<file path="src/rtl/chacha_poly1305_block_feeder_if.sv">
// Bundles the feeder's handshake buses: the 32-bit input word stream and the
// three 128-bit block outputs (AAD, payload, length) toward the Poly1305 adapter.
// The feeder uses the master modport: it drives s_ready and all block outputs.
// Whatever sits around it (word source plus adapter) uses the slave modport.
interface chacha_poly1305_block_feeder_if;
  // input word stream
  logic         s_valid;
  logic [31:0]  s_data;
  logic [3:0]   s_keep;
  logic         s_last;
  logic         s_ready;
  // AAD blocks
  logic         aad_valid;
  logic [127:0] aad_data;
  logic [15:0]  aad_keep;
  logic         aad_ready;
  // payload blocks
  logic         pld_valid;
  logic [127:0] pld_data;
  logic [15:0]  pld_keep;
  logic         pld_ready;
  // length block
  logic         len_valid;
  logic [127:0] len_block;
  logic         len_ready;

  modport master (
    input  s_valid, s_data, s_keep, s_last, aad_ready, pld_ready, len_ready,
    output s_ready, aad_valid, aad_data, aad_keep, pld_valid, pld_data, pld_keep,
           len_valid, len_block
  );

  modport slave (
    output s_valid, s_data, s_keep, s_last, aad_ready, pld_ready, len_ready,
    input  s_ready, aad_valid, aad_data, aad_keep, pld_valid, pld_data, pld_keep,
           len_valid, len_block
  );
endinterface

</file>
<file path="src/rtl/chacha_poly1305_block_feeder.sv">
// Poly1305 block feeder: packs a 32-bit little-endian word stream (AAD segment,
// then payload segment) into zero-padded 128-bit blocks, then emits the
// length block {payload bytes, AAD bytes}. Byte counters wrap at 2^LEN_W.
// Optional build macro CHAPOLY_FEED_ERR_EN: malformed keep beats are dropped
// and the feeder parks in ERR with a sticky err flag until the next start.
module chacha_poly1305_block_feeder #(
  parameter int LEN_W = 64
) (
  input  logic             clk,
  input  logic             rst_n,
  input  logic             start,
  chacha_poly1305_block_feeder_if.master bus,
  output logic [LEN_W-1:0] aad_len_bytes,
  output logic [LEN_W-1:0] pld_len_bytes,
  output logic             busy,
  output logic             done,
  output logic             err
);

  typedef enum logic [2:0] {
    IDLE     = 3'd0,
    AAD_COL  = 3'd1,
    AAD_EMIT = 3'd2,
    PLD_COL  = 3'd3,
    PLD_EMIT = 3'd4,
    LEN_EMIT = 3'd5,
    DONE     = 3'd6
`ifdef CHAPOLY_FEED_ERR_EN
    , ERR    = 3'd7
`endif
  } state_t;

  state_t            state_q, state_d;
  logic [127:0]      buf_q, buf_d;
  logic [15:0]       keep_q, keep_d;
  logic [1:0]        slot_q, slot_d;
  logic [LEN_W-1:0]  aad_cnt_q, aad_cnt_d;
  logic [LEN_W-1:0]  pld_cnt_q, pld_cnt_d;
  logic              last_q, last_d;     // block being collected closes its segment
  logic              done_q, done_d;
`ifdef CHAPOLY_FEED_ERR_EN
  logic              err_q, err_d;
  logic              beat_bad;
`endif

  logic              in_col;
  logic [2:0]        last_len;           // contiguous low ones of s_keep
  logic [2:0]        beat_len;           // bytes this beat contributes
  logic [3:0]        lane_en;
  logic [31:0]       word_masked;

  assign in_col = (state_q == AAD_COL) || (state_q == PLD_COL);

  // Byte count of a final beat: number of contiguous 1s from keep bit 0.
  always_comb begin
    if (!bus.s_keep[0])      last_len = 3'd0;
    else if (!bus.s_keep[1]) last_len = 3'd1;
    else if (!bus.s_keep[2]) last_len = 3'd2;
    else if (!bus.s_keep[3]) last_len = 3'd3;
    else                     last_len = 3'd4;
  end

  // Non-final beats always carry a full word.
  assign beat_len = bus.s_last ? last_len : 3'd4;

`ifdef CHAPOLY_FEED_ERR_EN
  // Malformed beat: short non-final beat, or holes in the keep mask.
  assign beat_bad = (!bus.s_last && (bus.s_keep != 4'hF)) ||
                    !((bus.s_keep == 4'h0) || (bus.s_keep == 4'h1) || (bus.s_keep == 4'h3) ||
                      (bus.s_keep == 4'h7) || (bus.s_keep == 4'hF));
`endif

  // Per-lane enable and zeroing of bytes beyond the valid count.
  generate
    for (genvar gi = 0; gi < 4; gi++) begin : g_lane
      assign lane_en[gi]            = (beat_len > 3'(gi));
      assign word_masked[8*gi +: 8] = lane_en[gi] ? bus.s_data[8*gi +: 8] : 8'h00;
    end
  endgenerate

  // Next-state and datapath update; every target gets its hold value first.
  always_comb begin
    state_d   = state_q;
    buf_d     = buf_q;
    keep_d    = keep_q;
    slot_d    = slot_q;
    aad_cnt_d = aad_cnt_q;
    pld_cnt_d = pld_cnt_q;
    last_d    = last_q;
    done_d    = 1'b0;
`ifdef CHAPOLY_FEED_ERR_EN
    err_d     = err_q;
`endif
    case (state_q)
      IDLE, DONE: begin
        if (start) begin
          state_d   = AAD_COL;
          buf_d     = '0;
          keep_d    = '0;
          slot_d    = '0;
          aad_cnt_d = '0;
          pld_cnt_d = '0;
          last_d    = 1'b0;
        end
      end
      AAD_COL, PLD_COL: begin
        if (bus.s_valid) begin
`ifdef CHAPOLY_FEED_ERR_EN
          if (beat_bad) begin
            err_d   = 1'b1;
            state_d = ERR;
          end else begin
`else
          begin
`endif
            if (bus.s_last && (beat_len == 3'd0) && (slot_q == 2'd0)) begin
              // empty tail with nothing buffered: no block for this segment end
              state_d = (state_q == AAD_COL) ? PLD_COL : LEN_EMIT;
            end else begin
              buf_d[{slot_q, 5'd0} +: 32] = word_masked;
              keep_d[{slot_q, 2'd0} +: 4] = lane_en;
              slot_d = slot_q + 2'd1;
              if (state_q == AAD_COL) aad_cnt_d = aad_cnt_q + LEN_W'(beat_len);
              else                    pld_cnt_d = pld_cnt_q + LEN_W'(beat_len);
              if ((slot_q == 2'd3) || bus.s_last) begin
                last_d  = bus.s_last;
                state_d = (state_q == AAD_COL) ? AAD_EMIT : PLD_EMIT;
              end
            end
          end
        end
      end
      AAD_EMIT: begin
        if (bus.aad_ready) begin
          buf_d   = '0;
          keep_d  = '0;
          slot_d  = '0;
          last_d  = 1'b0;
          state_d = last_q ? PLD_COL : AAD_COL;
        end
      end
      PLD_EMIT: begin
        if (bus.pld_ready) begin
          buf_d   = '0;
          keep_d  = '0;
          slot_d  = '0;
          last_d  = 1'b0;
          state_d = last_q ? LEN_EMIT : PLD_COL;
        end
      end
      LEN_EMIT: begin
        if (bus.len_ready) begin
          state_d = DONE;
          done_d  = 1'b1;
        end
      end
`ifdef CHAPOLY_FEED_ERR_EN
      ERR: begin
        if (start) begin
          state_d   = AAD_COL;
          err_d     = 1'b0;
          buf_d     = '0;
          keep_d    = '0;
          slot_d    = '0;
          aad_cnt_d = '0;
          pld_cnt_d = '0;
          last_d    = 1'b0;
        end
      end
`endif
      default: state_d = IDLE;
    endcase
  end

  // State and datapath registers; reset aborts any message in flight.
  always_ff @(posedge clk or negedge rst_n) begin
    if (!rst_n) begin
      state_q   <= IDLE;
      buf_q     <= '0;
      keep_q    <= '0;
      slot_q    <= '0;
      aad_cnt_q <= '0;
      pld_cnt_q <= '0;
      last_q    <= 1'b0;
      done_q    <= 1'b0;
`ifdef CHAPOLY_FEED_ERR_EN
      err_q     <= 1'b0;
`endif
    end else begin
      state_q   <= state_d;
      buf_q     <= buf_d;
      keep_q    <= keep_d;
      slot_q    <= slot_d;
      aad_cnt_q <= aad_cnt_d;
      pld_cnt_q <= pld_cnt_d;
      last_q    <= last_d;
      done_q    <= done_d;
`ifdef CHAPOLY_FEED_ERR_EN
      err_q     <= err_d;
`endif
    end
  end

  // Outputs are decoded from registered state only; data is zero unless offered.
  assign bus.s_ready   = in_col;
  assign bus.aad_valid = (state_q == AAD_EMIT);
  assign bus.aad_data  = bus.aad_valid ? buf_q  : '0;
  assign bus.aad_keep  = bus.aad_valid ? keep_q : '0;
  assign bus.pld_valid = (state_q == PLD_EMIT);
  assign bus.pld_data  = bus.pld_valid ? buf_q  : '0;
  assign bus.pld_keep  = bus.pld_valid ? keep_q : '0;
  assign bus.len_valid = (state_q == LEN_EMIT);
  assign bus.len_block = {64'(pld_cnt_q), 64'(aad_cnt_q)};

  assign aad_len_bytes = aad_cnt_q;
  assign pld_len_bytes = pld_cnt_q;
  assign busy          = (state_q != IDLE) && (state_q != DONE);
  assign done          = done_q;
`ifdef CHAPOLY_FEED_ERR_EN
  assign err           = err_q;
`else
  assign err           = 1'b0;
`endif

endmodule

</file>
<file path="src/flat_wrapper.sv">
// flat-port wrapper written by rule: the top's interface ports become plain ports
module chacha_poly1305_block_feeder_flat 
#(
  parameter int LEN_W = 64
)
  (clk, rst_n, start, aad_len_bytes, pld_len_bytes, busy, done, err, bus_s_valid, bus_s_data, bus_s_keep, bus_s_last, bus_aad_ready, bus_pld_ready, bus_len_ready, bus_s_ready, bus_aad_valid, bus_aad_data, bus_aad_keep, bus_pld_valid, bus_pld_data, bus_pld_keep, bus_len_valid, bus_len_block);
  chacha_poly1305_block_feeder_if bus_i ();
  input  logic clk;
  input  logic rst_n;
  input  logic start;
  output logic [LEN_W-1:0] aad_len_bytes;
  output logic [LEN_W-1:0] pld_len_bytes;
  output logic busy;
  output logic done;
  output logic err;
  input wire logic [$bits(bus_i.s_valid)-1:0] bus_s_valid;
  input wire logic [$bits(bus_i.s_data)-1:0] bus_s_data;
  input wire logic [$bits(bus_i.s_keep)-1:0] bus_s_keep;
  input wire logic [$bits(bus_i.s_last)-1:0] bus_s_last;
  input wire logic [$bits(bus_i.aad_ready)-1:0] bus_aad_ready;
  input wire logic [$bits(bus_i.pld_ready)-1:0] bus_pld_ready;
  input wire logic [$bits(bus_i.len_ready)-1:0] bus_len_ready;
  output wire logic [$bits(bus_i.s_ready)-1:0] bus_s_ready;
  output wire logic [$bits(bus_i.aad_valid)-1:0] bus_aad_valid;
  output wire logic [$bits(bus_i.aad_data)-1:0] bus_aad_data;
  output wire logic [$bits(bus_i.aad_keep)-1:0] bus_aad_keep;
  output wire logic [$bits(bus_i.pld_valid)-1:0] bus_pld_valid;
  output wire logic [$bits(bus_i.pld_data)-1:0] bus_pld_data;
  output wire logic [$bits(bus_i.pld_keep)-1:0] bus_pld_keep;
  output wire logic [$bits(bus_i.len_valid)-1:0] bus_len_valid;
  output wire logic [$bits(bus_i.len_block)-1:0] bus_len_block;
  assign bus_i.s_valid = bus_s_valid;
  assign bus_i.s_data = bus_s_data;
  assign bus_i.s_keep = bus_s_keep;
  assign bus_i.s_last = bus_s_last;
  assign bus_i.aad_ready = bus_aad_ready;
  assign bus_i.pld_ready = bus_pld_ready;
  assign bus_i.len_ready = bus_len_ready;
  assign bus_s_ready = bus_i.s_ready;
  assign bus_aad_valid = bus_i.aad_valid;
  assign bus_aad_data = bus_i.aad_data;
  assign bus_aad_keep = bus_i.aad_keep;
  assign bus_pld_valid = bus_i.pld_valid;
  assign bus_pld_data = bus_i.pld_data;
  assign bus_pld_keep = bus_i.pld_keep;
  assign bus_len_valid = bus_i.len_valid;
  assign bus_len_block = bus_i.len_block;
  chacha_poly1305_block_feeder #(.LEN_W(LEN_W)) u_core (.clk(clk), .rst_n(rst_n), .start(start), .bus(bus_i), .aad_len_bytes(aad_len_bytes), .pld_len_bytes(pld_len_bytes), .busy(busy), .done(done), .err(err));
endmodule
</file>
<file path="config.mk">
export PLATFORM = sky130hd
export DESIGN_NAME = chacha_poly1305_block_feeder_flat
export DESIGN_NICKNAME = d
export VERILOG_FILES = /design/src/rtl/chacha_poly1305_block_feeder_if.sv /design/src/rtl/chacha_poly1305_block_feeder.sv /design/src/flat_wrapper.sv
export SDC_FILE = /design/constraint.sdc
export NUM_CORES = 1
export LEC_CHECK = 0
export ABC_AREA = 1
export BUFFER_PORTS_ARGS = -buffer_cell sky130_fd_sc_hd__buf_2
export CORE_AREA = 2 2 231 233
export CTS_BUF_LIST = sky130_fd_sc_hd__clkbuf_4
export DETAILED_ROUTE_END_ITERATION = 7
export DIE_AREA = 0 0 233 235
export GPL_TIMING_DRIVEN = 0
export HOLD_SLACK_MARGIN = 0.15
export PLACE_DENSITY = 0.66
export SYNTH_ARGS = -nofsm -noshare
export SYNTH_HDL_FRONTEND = slang
export SYNTH_SLANG_ARGS = --single-unit
</file>
<file path="constraint.sdc">
create_clock -name clk -period 2.7 [get_ports clk]
set_input_delay 0.27 -clock clk [delete_from_list [all_inputs] [get_ports clk]]
set_output_delay 0.27 -clock clk [all_outputs]
set_load 0.01 [all_outputs]
</file>
==> flow_summary.toml, run 1 <==
[run_status]
status = "complete, no violations"

[sta]
setup_ws_ns = 0.08103
slew_viol_final = 0
setup_viol = 0
max_slew_margin_pct = 45.34
tightestPinTransition_ns = 0.8199
finalSetupTns_ns = 0
max_freq_mhz = 381.8
finalCritPeriodShare_pct = 97.00
fin_crit_ns = 2.619
fin_skew_ns = 0.06142
hold_viol_final = 0
rsz0062_at_grt = "yes"

[worst_setup_path]
timing.rr.start = "u_core.slot_q[0]"
cp.arrival_ns = 2.35
crit_end = "bus_aad_data[80]"
crit_path_end_kind = "primary output"
crit_required_ns = 2.43
r2r_slack_ns = 0.14
critPathLaunchType = "flip-flop"
r2r_cells = 12
critPathMaxFanout = 7
r2r_end = "u_core.keep_q[11]"
critPathLaunch = "u_core.state_q[0]"
crit_type = "flip-flop to primary output"

[floorplan]
start_util_pct = 32.75
row_count = 84
die-area_mm2 = 0.05476
io_pins = 595
core_mm2 = 0.05224
chipHeight_um = 235
die_w_um = 233

[clock_tree]
cts_buffers = 81
cts_tree = "yes"
clk_pin_slew_ns = 0.06
clock_sinks = 279
clockRootBuffer = "clkbuf_4"
cts_buffer_depth = 3
clk_latency_ns = 0.81
htreeDepth = 3

[route]
drt-initial-drc-count = 1340
dr.pass1.iters = 8
wl_um = 72850
wire_per_inst_um = 18.53
routed_via_density = 4.886
ant_nets = 0
drc = 0
routed-via-count = 19210

[synth]
syn-cell-area_mm2 = 0.01711
synth-seq-cells = 279
synth_area_per_cell_um2 = 6.991
yosys_most_used_dff = "dfrtp_1"
ys_warn_count = 0
synthTopCellsByArea = "dfrtp_1 41%, nor2_1 11%, nand2_1 8.6%"
synth_cells = 2447
async_flop_share_pct = 100.0
synth.distinct_cells = 43
syn-num-nets = 2503
synth_top_cell_area_share_pct = 40.81
synth_edf_count = 0
yosysSeqAreaShare_pct = 40.81
synth_top_area_cell = "dfrtp_1"

[finish]
n_fill_cell = 5452
seqCellArea_mm2 = 0.006984
final_cell_mix = "611 x buf_2, 487 x nor2_1, 384 x inv_1"
drive_gt1_share_pct = 32.08
nNetsFinal = 3242
areaGrowthSynthToFinish_pct = 35.38
final_common_cell = "buf_2"
instances_no_fill = 3932
design_area_mm2 = 0.02316
final_util_pct = 44.34
multi_input_area_mm2 = 0.007590

[global_routing]
grt_pass1_vias = 18260
grt_remaining_overflow = 0
grt_max_degree = 116
grt_antenna_before_repair = 3
grtUsageTotal_pct = 25.64
grt_pass1_wl_um = 107300

[placed_design]
place_ws_ns = -0.4092
dp_hpwl_um = 55000
dp_cells = 3730
io_buffers = 593
place.gp.congestion = 0.9331
placed_cell_area_mm2 = 0.02100

[power_and_ir_drop]
p_leak_nw = 12.39
vdd.ir_drop.worst_uv = 345.2
power.density_mw_per_mm2 = 615.1

[worst_hold_path]
hp-class = "primary input to flip-flop"
holdPathStages = 5

[job]
cap_viol_max_count = 0
layer usage:
layer / vias up / track usage [%] / share of wire (%)
met5: - / 0 / 0.025
met4: 2 / 10.31 / 3.3
met3: 146 / 4.842 / 7.2
met2: 874 / 44.86 / 49
met1: 8957 / 30.74 / 40
li1: 9232 / - / -
cells in the mapped netlist (2+ instances only):
library cell,n
nor3_1,44
ha_1,12
buf_1,12
nor3b_1,4
dfrtp_1,279
nor2_2,8
a2bb2oi_1,3
nand3_4,2
nand4_1,86
o21a_1,15
o21ai_2,3
nand3b_1,4
o21ai_0,84
inv_2,10
inv_1,384
buf_4,133
nand2_1,391
nand2_2,9
clkbuf_1,33
o22ai_1,104
nand3_1,152
a21boi_0,2
nor2_4,3
nor3_2,2
nor4_1,7
a21oi_1,81
o22ai_2,8
o21ai_1,4
o31ai_1,2
nor2_1,523
nand3_2,7
or2_2,2
buf_2,24
critical path, stage by stage, from the launching register on:
cell and delay (ns):
dfrtp_1 0.37, buf_6 0.13, inv_4 0.07, nand2_4 0.05, nor2_4 0.13, inv_6 0.08
clkbuf_16 0.17, buf_12 0.14, buf_8 0.13, nor2_4 0.14, buf_6 0.12
report_power, final:
group | total, mW | switching, mW | internal (mW) | leakage (nW)
clock | 4.14 | 1.98 | 2.16 | 0.602
combinational | 5.51 | 3.91 | 1.60 | 7.90
sequential | 4.60 | 0.194 | 4.41 | 3.88
worst min path at each step:
stage	from	endpoint	slack, ns
after floorplan	rst_n	u_core.aad_len_bytes[0]	-0.03
after global placement	u_core.buf_q[93]	u_core.buf_q[93]	0.46
after detailed placement	rst_n	u_core.pld_len_bytes[28]	0.24
after CTS	bus_s_data[26]	u_core.buf_q[90]	0.19
after global routing	bus_s_data[26]	u_core.buf_q[90]	0.27
final	bus_s_keep[1]	u_core.buf_q[14]	0.25
sequential cells by signal (all words and copies together) (netlist names):
register              flops
u_core.keep_q            16
u_core.last_q             1
u_core.slot_q             2
u_core.buf_q            128
u_core.done               1
u_core.state_q            3
u_core.aad_len_bytes     64
u_core.pld_len_bytes     64
cells by family after synthesis:
kind of cell | Yosys count | synth area share (%)
other cells | 1 | 0.02192
fa+ha+maj | 12 | 0.8777
compound gates | 309 | 10.60
simple gates | 1248 | 31.40
xor+xnor | 1 | 0.05121
buf+inv | 597 | 16.24
flops | 279 | 40.81
repair_timing:
| action | CTS | global route |
|---|---|---|
| gates resized for setup | 109 | 62 |
| hold buffers | 42 | 0 |
| gates cloned | 1 | 0 |
| hold endpoints to repair | 419 | 0 |
| pin swaps | 7 | 3 |
| buffers inserted | 18 | 3 |
| setup endpoints to repair | 522 | 307 |
layout make-up:
class,instances,share of cell area [%]
diodes,2,0.02161
plain buffers,201,6.451
clock buffers,109,3.533
clock inverters,30,0.8752
inverters,394,6.451
multi-input cells,1571,32.77
flip-flops and latches,279,30.16
well taps,688,3.717
repair buffers,658,16.02
per-stage QoR:
step	hold slack [ns]	power [mW]
global placement	0.4648	9.351
detailed placement	0.2405	9.388
global route	0.2687	14.97
floorplan	-0.02559	7.367
CTS	0.1901	14.24
finish	0.2530	14.24
Power figures use the tool's default switching activity.
==> inputs of run 2 (changes only) <==
--- a/config.mk
+++ b/config.mk
@@ -14,6 +14,7 @@
 export GPL_TIMING_DRIVEN = 0
 export HOLD_SLACK_MARGIN = 0.15
 export PLACE_DENSITY = 0.66
+export SETUP_SLACK_MARGIN = 0.1
 export SYNTH_ARGS = -nofsm -noshare
 export SYNTH_HDL_FRONTEND = slang
 export SYNTH_SLANG_ARGS = --single-unit
==> run 2 against run 1 <==
Against the previous run:
- final cell count grew 0.28%
- count of clock-buffer cells in the layout is the same
- combinational power grew 7.8%
- global-route usage grew 0.20 points
- via count grew 0.84%
- critical endpoint is now bus_aad_data[106]
- highest routed layer unchanged
- sequential share of layout area shrank 0.47 points
==> flow_summary.toml, run 2 (synthesized netlist as in run 1, its figures left out) <==
[sta]
fin_crit_ns = 2.612
slew_viol_final = 0
rsz0062_at_grt = "yes"
max_freq_mhz = 382.9
hold_viol_final = 0
setup_viol = 0
setup_ws_ns = 0.08832
whs_ns = 0.2179
max_slew_margin_pct = 39.79
fin_skew_ns = 0.06417
finalCritPeriodShare_pct = 96.73
tightestPinTransition_ns = 0.8962

[placed_design]
dp_hpwl_um = 55000
io_buffers = 593
dp_cells = 3730
place_ws_ns = -0.4092
place.gp.congestion = 0.9331

[worst_setup_path]
path_buf_inv = 7
crit_family = "buffers and inverters"
slowest_stage = "dfrtp_1"
cp.arrival_ns = 2.34
critPathLaunchType = "flip-flop"
crit_type = "flip-flop to primary output"
slowest_delay_ns = 0.38
crit_path_end_kind = "primary output"
critPathMaxFanout = 10
crit_required_ns = 2.43
cp_cell_sequence = "buf_6, inv_4, nand2_4, nor2_4, inv_6, clkbuf_16, buf_12, buf_8, nor2_1, buf_2"

[global_routing]
grt_remaining_overflow = 0
grt_max_degree = 116
grt_antenna_before_repair = 3
grt_pass1_vias = 18300
grtUsageTotal_pct = 25.84
grt_pass1_wl_um = 108100

[clock_tree]
clk_latency_ns = 0.81
clock_sinks = 279
htreeDepth = 3
cts_buffers = 81
cts_buffer_depth = 3
clockRootBuffer = "clkbuf_4"
clk_pin_slew_ns = 0.06
cts_tree = "yes"

[floorplan]
chipHeight_um = 235
start_util_pct = 32.75
row_count = 84
die-area_mm2 = 0.05476
core_mm2 = 0.05224
io_pins = 595
die_w_um = 233

[route]
wl_um = 74070
wire_per_inst_um = 18.79
drt-initial-drc-count = 1532
dr.pass1.iters = 5
drc = 0
routed_via_density = 4.913
routed-via-count = 19370
ant_nets = 0

[finish]
drive_gt1_share_pct = 32.86
top_register = "u_core.buf_q"
final_common_cell = "buf_2"
instances_no_fill = 3943
nNetsFinal = 3253
n_fill_cell = 5426
final_cell_mix = "602 x buf_2, 481 x nor2_1, 382 x inv_1"
areaGrowthSynthToFinish_pct = 37.51
final_util_pct = 45.03
largest_reg_flops = 128

[power_and_ir_drop]
total_power_mw = 14.67
vdd.ir_drop.worst_uv = 345.6
power.density_mw_per_mm2 = 623.7
p_leak_nw = 12.57

[job]
cap_viol_max_count = 0

[run_status]
status = "complete, no violations"

[worst_hold_path]
hp-class = "primary input to flip-flop"
==> run 2: worst paths after layout <==
| path | from | endpoint | slack, ns | cells past startpoint |
|---|---|---|---|---|
| hold / removal | bus_s_keep[1] | u_core.buf_q[14] | 0.22 | 5 |
| hold reg to reg | u_core.buf_q[92] | u_core.buf_q[92] | 0.48 | 2 |
| setup / recovery | u_core.state_q[0] | bus_aad_data[106] | 0.09 | 10 |
| setup reg to reg | u_core.slot_q[0] | u_core.keep_q[11] | 0.24 | 10 |
| min in group asynchronous | rst_n | u_core.pld_len_bytes[27] | 0.62 | 4 |
| max in group asynchronous | rst_n | u_core.keep_q[13] | 1.45 | 4 |
==> run 2: worst reg2reg max path: cells and delay by family (launching register included) <==
| family | cells | cell delay (ns) |
|---|---|---|
| simple gates | 4 | 0.96 |
| buf+inv | 4 | 0.49 |
| flops | 1 | 0.43 |
| fa+ha+maj | 1 | 0.36 |
| compound gates | 1 | 0.10 |
==> run 2: timing repair <==
action | CTS | global route
gates cloned | 2 | 2
endpoints found under the setup margin | 546 | 464
pin swaps | 8 | 10
buffers inserted | 18 | 10
gates resized for setup | 147 | 86
hold buffers | 42 | 0
hold endpoints to repair | 419 | 0
==> run 2: cell type report <==
class | instances | area, µm² | share of cell area [%]
clock inverters | 30 | 202.7 | 0.8617
multi-input cells | 1573 | 7752 | 32.96
inverters | 394 | 1499 | 6.372
repair inverters | 1 | 6.256 | 0.02660
plain buffers | 201 | 1588 | 6.750
diodes | 2 | 5.005 | 0.02128
repair buffers | 666 | 3807 | 16.19
well taps | 688 | 860.8 | 3.660
flip-flops and latches | 279 | 6983 | 29.69
clock buffers | 109 | 818.3 | 3.479
==> run 2: per-stage QoR <==
step	area, µm²	setup TNS [ns]
finish	23520	0
global route	23520	-0.2961
CTS	23110	0
detailed placement	21000	-37.46
global placement	20940	-1165.90
floorplan	17110	0
==> run 2: metal layers <==
| metal | routed length (µm) | part of all wire [%] | global-route usage [%] | vias to the layer above |
|---|---|---|---|---|
| li1 | - | - | - | 9267 |
| met1 | 29780 | 40 | 31.11 | 9050 |
| met2 | 36250 | 49 | 45.01 | 885 |
| met3 | 5255 | 7.1 | 4.830 | 168 |
| met4 | 2769 | 3.7 | 10.56 | 2 |
| met5 | 18 | 0.024 | 0 | - |
==> run 2: report_power, final <==
group,leakage (nW),switching (mW),internal [mW]
combinational,8.08,4.10,1.84
clock,0.602,1.98,2.16
sequential,3.89,0.186,4.40
total,12.6,6.27,8.40
